===== config.mk =====
export PLATFORM = sky130hd
export DESIGN_NAME = mp3_frame_tx
export DESIGN_NICKNAME = d
export VERILOG_FILES = /design/src/rtl/mp3_frame_tx.sv
export SDC_FILE = /design/constraint.sdc
export NUM_CORES = 1
export LEC_CHECK = 0
export CAP_MARGIN = 25
export CORE_MARGIN = 2
export CORE_UTILIZATION = 48
export DETAILED_ROUTE_END_ITERATION = 8
export PLACE_DENSITY = 0.76
export SLEW_MARGIN = 20
export SYNTH_ARGS = -nofsm -noshare
export SYNTH_HDL_FRONTEND = slang
export SYNTH_SLANG_ARGS = --single-unit

===== constraint.sdc =====
create_clock -name clk -period 2.6 [get_ports clk]
set_input_delay 0.52 -clock clk [delete_from_list [all_inputs] [get_ports clk]]
set_output_delay 0.52 -clock clk [all_outputs]
set_load 0.01 [all_outputs]

===== src/rtl/mp3_frame_tx.sv =====
// MPEG-1 Layer III frame transmitter: serialises a 32-bit header, an optional CRC word,
// and exactly enough payload bytes to fill the frame. Optional CRC insertion: MP3_TX_CRC_EN.
module mp3_frame_tx #(
  parameter logic [10:0] SYNC_WORD = 11'h7FF,
  parameter int          FS_W      = 11
) (
  input  logic        clk,
  input  logic        rst,
  input  logic        req_valid,
  output logic        req_ready,
  input  logic [3:0]  bitrate_idx,
  input  logic [1:0]  samp_idx,
  input  logic        padding,
  input  logic        private_bit,
  input  logic [1:0]  mode,
  input  logic [1:0]  mode_ext,
  input  logic        copyright,
  input  logic        original,
  input  logic [1:0]  emphasis,
  input  logic        prot,
  input  logic [15:0] crc_in,
  input  logic [7:0]  s_data,
  input  logic        s_valid,
  output logic        s_ready,
  output logic [7:0]  m_data,
  output logic        m_valid,
  input  logic        m_ready,
  output logic        m_last,
  output logic        frame_done,
  output logic        err,
  output logic        busy
);

  typedef enum logic [2:0] {
    S_IDLE,
    S_HDR,
    S_CRC,
    S_PAYLOAD,
    S_DRAIN
  } state_t;

  state_t            state_q, state_d;
  logic [31:0]       hdr_q, hdr_d;
  logic [15:0]       crc_q, crc_d;
  logic              crc_on_q, crc_on_d;
  logic [1:0]        byte_cnt_q, byte_cnt_d;
  logic [FS_W-1:0]   rem_q, rem_d;
  logic [7:0]        m_data_q, m_data_d;
  logic              m_valid_q, m_valid_d;
  logic              m_last_q, m_last_d;
  logic              frame_done_q, frame_done_d;
  logic              err_q, err_d;

  logic              prot_eff;
  logic              crc_on;
  logic              req_bad;
  logic              load_en;
  logic [FS_W-1:0]   base_size;
  logic [7:0]        hdr_byte;

`ifdef MP3_TX_CRC_EN
  assign prot_eff = prot;
  assign crc_on   = !prot;
`else
  // Without CRC support the header always advertises "no CRC".
  assign prot_eff = 1'b1;
  assign crc_on   = 1'b0;
  logic unused_prot;
  assign unused_prot = prot;
`endif

  assign req_bad = (bitrate_idx == 4'd0) || (bitrate_idx == 4'd15) || (samp_idx != 2'b00);
  assign load_en = !m_valid_q || m_ready;

  // Frame lengths for 44.1 kHz, unpadded.
  always_comb begin
    base_size = '0;
    case (bitrate_idx)
      4'd1:    base_size = FS_W'(104);
      4'd2:    base_size = FS_W'(130);
      4'd3:    base_size = FS_W'(156);
      4'd4:    base_size = FS_W'(182);
      4'd5:    base_size = FS_W'(208);
      4'd6:    base_size = FS_W'(261);
      4'd7:    base_size = FS_W'(313);
      4'd8:    base_size = FS_W'(365);
      4'd9:    base_size = FS_W'(417);
      4'd10:   base_size = FS_W'(522);
      4'd11:   base_size = FS_W'(626);
      4'd12:   base_size = FS_W'(731);
      4'd13:   base_size = FS_W'(835);
      4'd14:   base_size = FS_W'(1044);
      default: base_size = '0;
    endcase
  end

  always_comb begin
    hdr_byte = '0;
    case (byte_cnt_q)
      2'd0:    hdr_byte = hdr_q[31:24];
      2'd1:    hdr_byte = hdr_q[23:16];
      2'd2:    hdr_byte = hdr_q[15:8];
      default: hdr_byte = hdr_q[7:0];
    endcase
  end

  // NOTE: every always_comb target gets a default first so no path can infer a latch.
  always_comb begin
    state_d      = state_q;
    hdr_d        = hdr_q;
    crc_d        = crc_q;
    crc_on_d     = crc_on_q;
    byte_cnt_d   = byte_cnt_q;
    rem_d        = rem_q;
    m_data_d     = m_data_q;
    m_valid_d    = m_valid_q;
    m_last_d     = m_last_q;
    frame_done_d = 1'b0;
    err_d        = 1'b0;

    if (m_valid_q && m_ready) begin
      m_valid_d = 1'b0;
      m_last_d  = 1'b0;
    end

    case (state_q)
      S_IDLE: begin
        if (req_valid) begin
          if (req_bad) begin
            err_d = 1'b1;
          end else begin
            hdr_d = {SYNC_WORD, 2'b11, 2'b01, prot_eff, bitrate_idx, samp_idx, padding,
                     private_bit, mode, mode_ext, copyright, original, emphasis};
            crc_d      = crc_in;
            crc_on_d   = crc_on;
            byte_cnt_d = '0;
            rem_d      = base_size + FS_W'(padding) - FS_W'(4) - (crc_on ? FS_W'(2) : '0);
            state_d    = S_HDR;
          end
        end
      end
      S_HDR: begin
        if (load_en) begin
          m_data_d   = hdr_byte;
          m_valid_d  = 1'b1;
          byte_cnt_d = byte_cnt_q + 2'd1;
          if (byte_cnt_q == 2'd3) begin
            byte_cnt_d = '0;
            state_d    = crc_on_q ? S_CRC : S_PAYLOAD;
          end
        end
      end
      S_CRC: begin
        if (load_en) begin
          m_data_d   = byte_cnt_q[0] ? crc_q[7:0] : crc_q[15:8];
          m_valid_d  = 1'b1;
          byte_cnt_d = byte_cnt_q + 2'd1;
          if (byte_cnt_q[0]) begin
            byte_cnt_d = '0;
            state_d    = S_PAYLOAD;
          end
        end
      end
      S_PAYLOAD: begin
        if (s_valid && s_ready) begin
          m_data_d  = s_data;
          m_valid_d = 1'b1;
          rem_d     = rem_q - FS_W'(1);
          if (rem_q == FS_W'(1)) begin
            m_last_d = 1'b1;
            state_d  = S_DRAIN;
          end
        end
      end
      S_DRAIN: begin
        if (m_valid_q && m_ready && m_last_q) begin
          frame_done_d = 1'b1;
          state_d      = S_IDLE;
        end
      end
      default: state_d = S_IDLE;
    endcase
  end

  // NOTE: state registers use non-blocking assignments so all flops update together.
  always_ff @(posedge clk) begin
    if (rst) begin
      state_q      <= S_IDLE;
      hdr_q        <= '0;
      crc_q        <= '0;
      crc_on_q     <= 1'b0;
      byte_cnt_q   <= '0;
      rem_q        <= '0;
      m_data_q     <= '0;
      m_valid_q    <= 1'b0;
      m_last_q     <= 1'b0;
      frame_done_q <= 1'b0;
      err_q        <= 1'b0;
    end else begin
      state_q      <= state_d;
      hdr_q        <= hdr_d;
      crc_q        <= crc_d;
      crc_on_q     <= crc_on_d;
      byte_cnt_q   <= byte_cnt_d;
      rem_q        <= rem_d;
      m_data_q     <= m_data_d;
      m_valid_q    <= m_valid_d;
      m_last_q     <= m_last_d;
      frame_done_q <= frame_done_d;
      err_q        <= err_d;
    end
  end

  assign req_ready  = (state_q == S_IDLE);
  assign busy       = (state_q != S_IDLE);
  assign s_ready    = (state_q == S_PAYLOAD) && load_en && (rem_q != '0);
  assign m_data     = m_data_q;
  assign m_valid    = m_valid_q;
  assign m_last     = m_last_q;
  assign frame_done = frame_done_q;
  assign err        = err_q;

endmodule


==> results <==
==> worst register-to-register path: stages (launching register included) <==
cell and delay [ps]:
dfxtp_1 330, inv_1 140, ha_1 200, or3b_2 510, nor3_1 360, o21ai_0 190
a211oi_1 250, a31oi_1 100
==> layout make-up <==
class                      count  area share (%)
multi-input combinational    367            45.6
clock buffer                  11            2.94
inverter                      21            1.64
clock inverter                 5            2.21
timing repair buffer         103            19.6
sequential                    61            25.4
tap                           99            2.58
==> worst min path at each step <==
stage                                       from                      to  cells past startpoint
final                      hdr_q[9]$_SDFFE_PP0P_   hdr_q[9]$_SDFFE_PP0P_                      2
after global routing      hdr_q[15]$_SDFFE_PP0P_  hdr_q[15]$_SDFFE_PP0P_                      2
after CTS                  hdr_q[9]$_SDFFE_PP0P_   hdr_q[9]$_SDFFE_PP0P_                      2
after detailed placement   crc_q[6]$_SDFFE_PP0P_   crc_q[6]$_SDFFE_PP0P_                      2
after global placement     crc_q[6]$_SDFFE_PP0P_   crc_q[6]$_SDFFE_PP0P_                      2
after floorplan           crc_q[10]$_SDFFE_PP0P_  crc_q[10]$_SDFFE_PP0P_                      2
==> power breakdown <==
part	switching, mW	leakage (nW)	total, mW	internal [mW]
Sequential	0.0437	0.496	1.04	0.994
Combinational	0.350	1.17	0.696	0.346
Clock	0.378	0.120	1.04	0.667
==> routing by layer <==
metal	up-vias	part of all wire (%)	global-route usage, %
met3	15	6.0	4.15
met4	0	1.8	7.83
li1	1869	-	-
met2	148	48	38.1
met5	-	0	0
met1	1725	44	29.3
==> sequential cells by signal, indices dropped and copies added (netlist names) <==
register    cells
state_q         3
m_valid         1
byte_cnt_q      2
frame_done      1
m_last          1
m_data          8
err             1
rem_q          11
crc_q          16
hdr_q          17
==> placed cells by master (no fill, tap or decap), types with 2 or more instances in the layout <==
master	count
nor3_1	12
dfxtp_1	61
inv_1	21
nand4_1	4
and3_1	4
or3_1	4
nor2_1	30
a21o_1	2
a21oi_2	2
ha_1	17
buf_4	42
nor4_1	4
buf_12	2
nor2b_1	6
o22ai_1	3
or3b_2	2
a31oi_1	7
mux2_2	2
a22oi_1	3
bufinv_16	3
nand2_1	96
clkbuf_8	10
a211oi_1	14
xnor2_1	4
a211o_1	2
clkdlybuf4s50_1	58
a221oi_1	11
a21oi_1	59
o21a_1	2
o31ai_1	3
mux2i_1	13
nand2b_1	3
nor3b_1	5
and2_1	3
o21ai_0	24
nand3_1	9
==> cells by family after synthesis <==
kind of cell | after synthesis | synth area share, %
fa+ha+maj | 18 | 6.19
buf+inv | 55 | 6.50
compound gates | 138 | 23.1
simple gates | 190 | 24.6
flops | 61 | 33.6
xor+xnor | 5 | 1.20
mux | 16 | 4.81
==> stage by stage <==
| step | hold WS (ps) | TNS [ps] |
|---|---|---|
| final | 458 | 0 |
| after global routing | 480 | 0 |
| after CTS | 461 | 0 |
| after detailed placement | 451 | -1880 |
| after global placement | 442 | -1050 |
| after floorplan | 436 | 0 |
==> what timing repair did <==
item	in CTS	in global routing
resized for setup	0	2
hold endpoints to repair	0	0
setup buffers	0	2
setup endpoints to repair	0	6
==> key figures <==
Drt
  • ANT nets after route: 0
  • 1st-pass router iterations: 5
  • Post-Route WL: 9560 um
  • Drc violations: 0
  • Iteration-0 DRC count of the detailed router: 274
  • Total vias in the final route: 3757
  • Avg WL per Cell: 14.3 um
  • Number of vias per cell: 5.63

Floorplanning
  • FP Rows: 31
  • Die width: 91.1 um
  • Die H: a little over 90 um
  • Placeable Area: 0.00729 mm^2
  • DIE AREA: roughly 0.0083 mm^2
  • Starting Density: between 40% and 50%
  • Num ports: 61

Cells and area
  • Area Overhead vs Synth: 32.0%
  • Post-route design area: 0.00480 mm^2
  • Diodes inserted: 0
  • Non-filler instance count after layout: ~670
  • Layout cells sized above 1: 12.7%
  • Fillers: 651
  • Layout Utilization: about two thirds
  • Layout Nets: 627
  • Register area: 0.00122 mm^2
  • Area of the multi-input gates: between 0.002 and 0.0025 mm^2

Synthesis
  • Yosys warning count: 0
  • Synthesized area: 0.00364 mm^2
  • Cell taking the most area after synthesis: dfxtp_1
  • EDFF count, synth: 0
  • Most used DFF post-synth: dfxtp_1
  • #FFs+latches synth: 61
  • Mapped Nets: roughly 550
  • Top-count cell post-synth: nand2_1
  • Cell variety after synth: 52
  • Sequential share of the synthesized area: 33.6%
  • Area contributors post-synth: dfxtp_1 34%, nand2_1 9.9%, a21oi_1 8.1%, ha_1 6.2%, mux2i_1 3.6%
  • Mapped Cells: 483
  • Mean Syn Cell Area: roughly 7.5 um^2
  • Most frequent cells after synthesis: 96 x nand2_1, 61 x dfxtp_1, 59 x a21oi_1
  • Share of the synthesized area in the top cell type: 33.6%
  • Synth async-reset ratio: 0%

Timing
  • Clock skew: around 9.3 ps
  • Max transition margin: 64.4%
  • Unrepaired setup endpoints after global routing: false
  • Slew Limit Fails: 0
  • Slew @ Worst Pin: 530 ps
  • # setup viols final: 0
  • Final Hold Violating Endpoints: 0
  • F_max: 402 MHz
  • Fin worst setup slack: 111 ps
  • Tcrit/Tclk final: 95.7%
  • Min Tclk post-route: ~2500 ps

Worst setup path
  • Crit path capture type: output pin
  • Worst flop-to-flop path endpoint: rem_q[8]$_SDFFE_PP0P_
  • Reg-to-reg slack, setup: about 400 ps
  • CP max stage cell: clkdlybuf4s50_1
  • Req. time, crit path: 2080 ps
  • Levels on crit path: 5
  • CP max stage delay: 470 ps
  • Worst setup SP type: flip-flop
  • CP startpoint: rem_q[0]$_SDFFE_PP0P_
  • Crit path max-delay family: buffers and inverters
  • Buf/Inv on CP: 2
  • Worst Path Arrival: roughly 2000 ps
  • Reg2reg start: rem_q[0]$_SDFFE_PP0P_
  • CP endpoint: s_ready
  • CP Max Fanout: 5
  • Type of the worst setup path: flip-flop to output pin
  • Cell chain of the critical path: inv_1, ha_1, nand4_1, and3_1, clkdlybuf4s50_1
  • Worst Reg-to-Reg Cells: 7

Placement
  • RD Place Congestion: 0.898
  • Number of port buffers: between 50 and 60
  • Post-place setup slack: -267 ps
  • Dpl cells: around 650
  • Final HPWL from detailed placement: ~7000 um
  • Placed Instance Area: 0.00453 mm^2

Clocking
  • Hold Buf Count CTS: 0
  • Max clock buf depth: 2
  • Worst skew pair latency: 340 ps
  • Clk sinks: 61
  • Clk slew on worst S/H paths: 70 ps
  • Total CTS buffers: 9
  • CTS tree: yes
  • Htree depth: 3
  • Root buffer cell: clkbuf_8

Power and ir drop
  • P_leak: approximately 1.8 nW
  • Max VDD drop: 0.341 mV
  • Pwr Density: about 580 mW/mm^2
  • Overall power: 2.78 mW

Run
  • Max-cap viol count: 0

Global routing
  • Largest net degree at the start of global routing: 31
  • Vias in the first global route: 3369
  • Gr usage total: a little under a quarter
  • Global-route wire length before repair: 15400 um
  • Initial antenna violation count: 0
  • Total gr overflow: 0

Status
  • Outcome: finished clean

Worst hold path
  • Worst hold path class: flip-flop to flip-flop
Note: power is estimated with default switching activity, not from simulation.
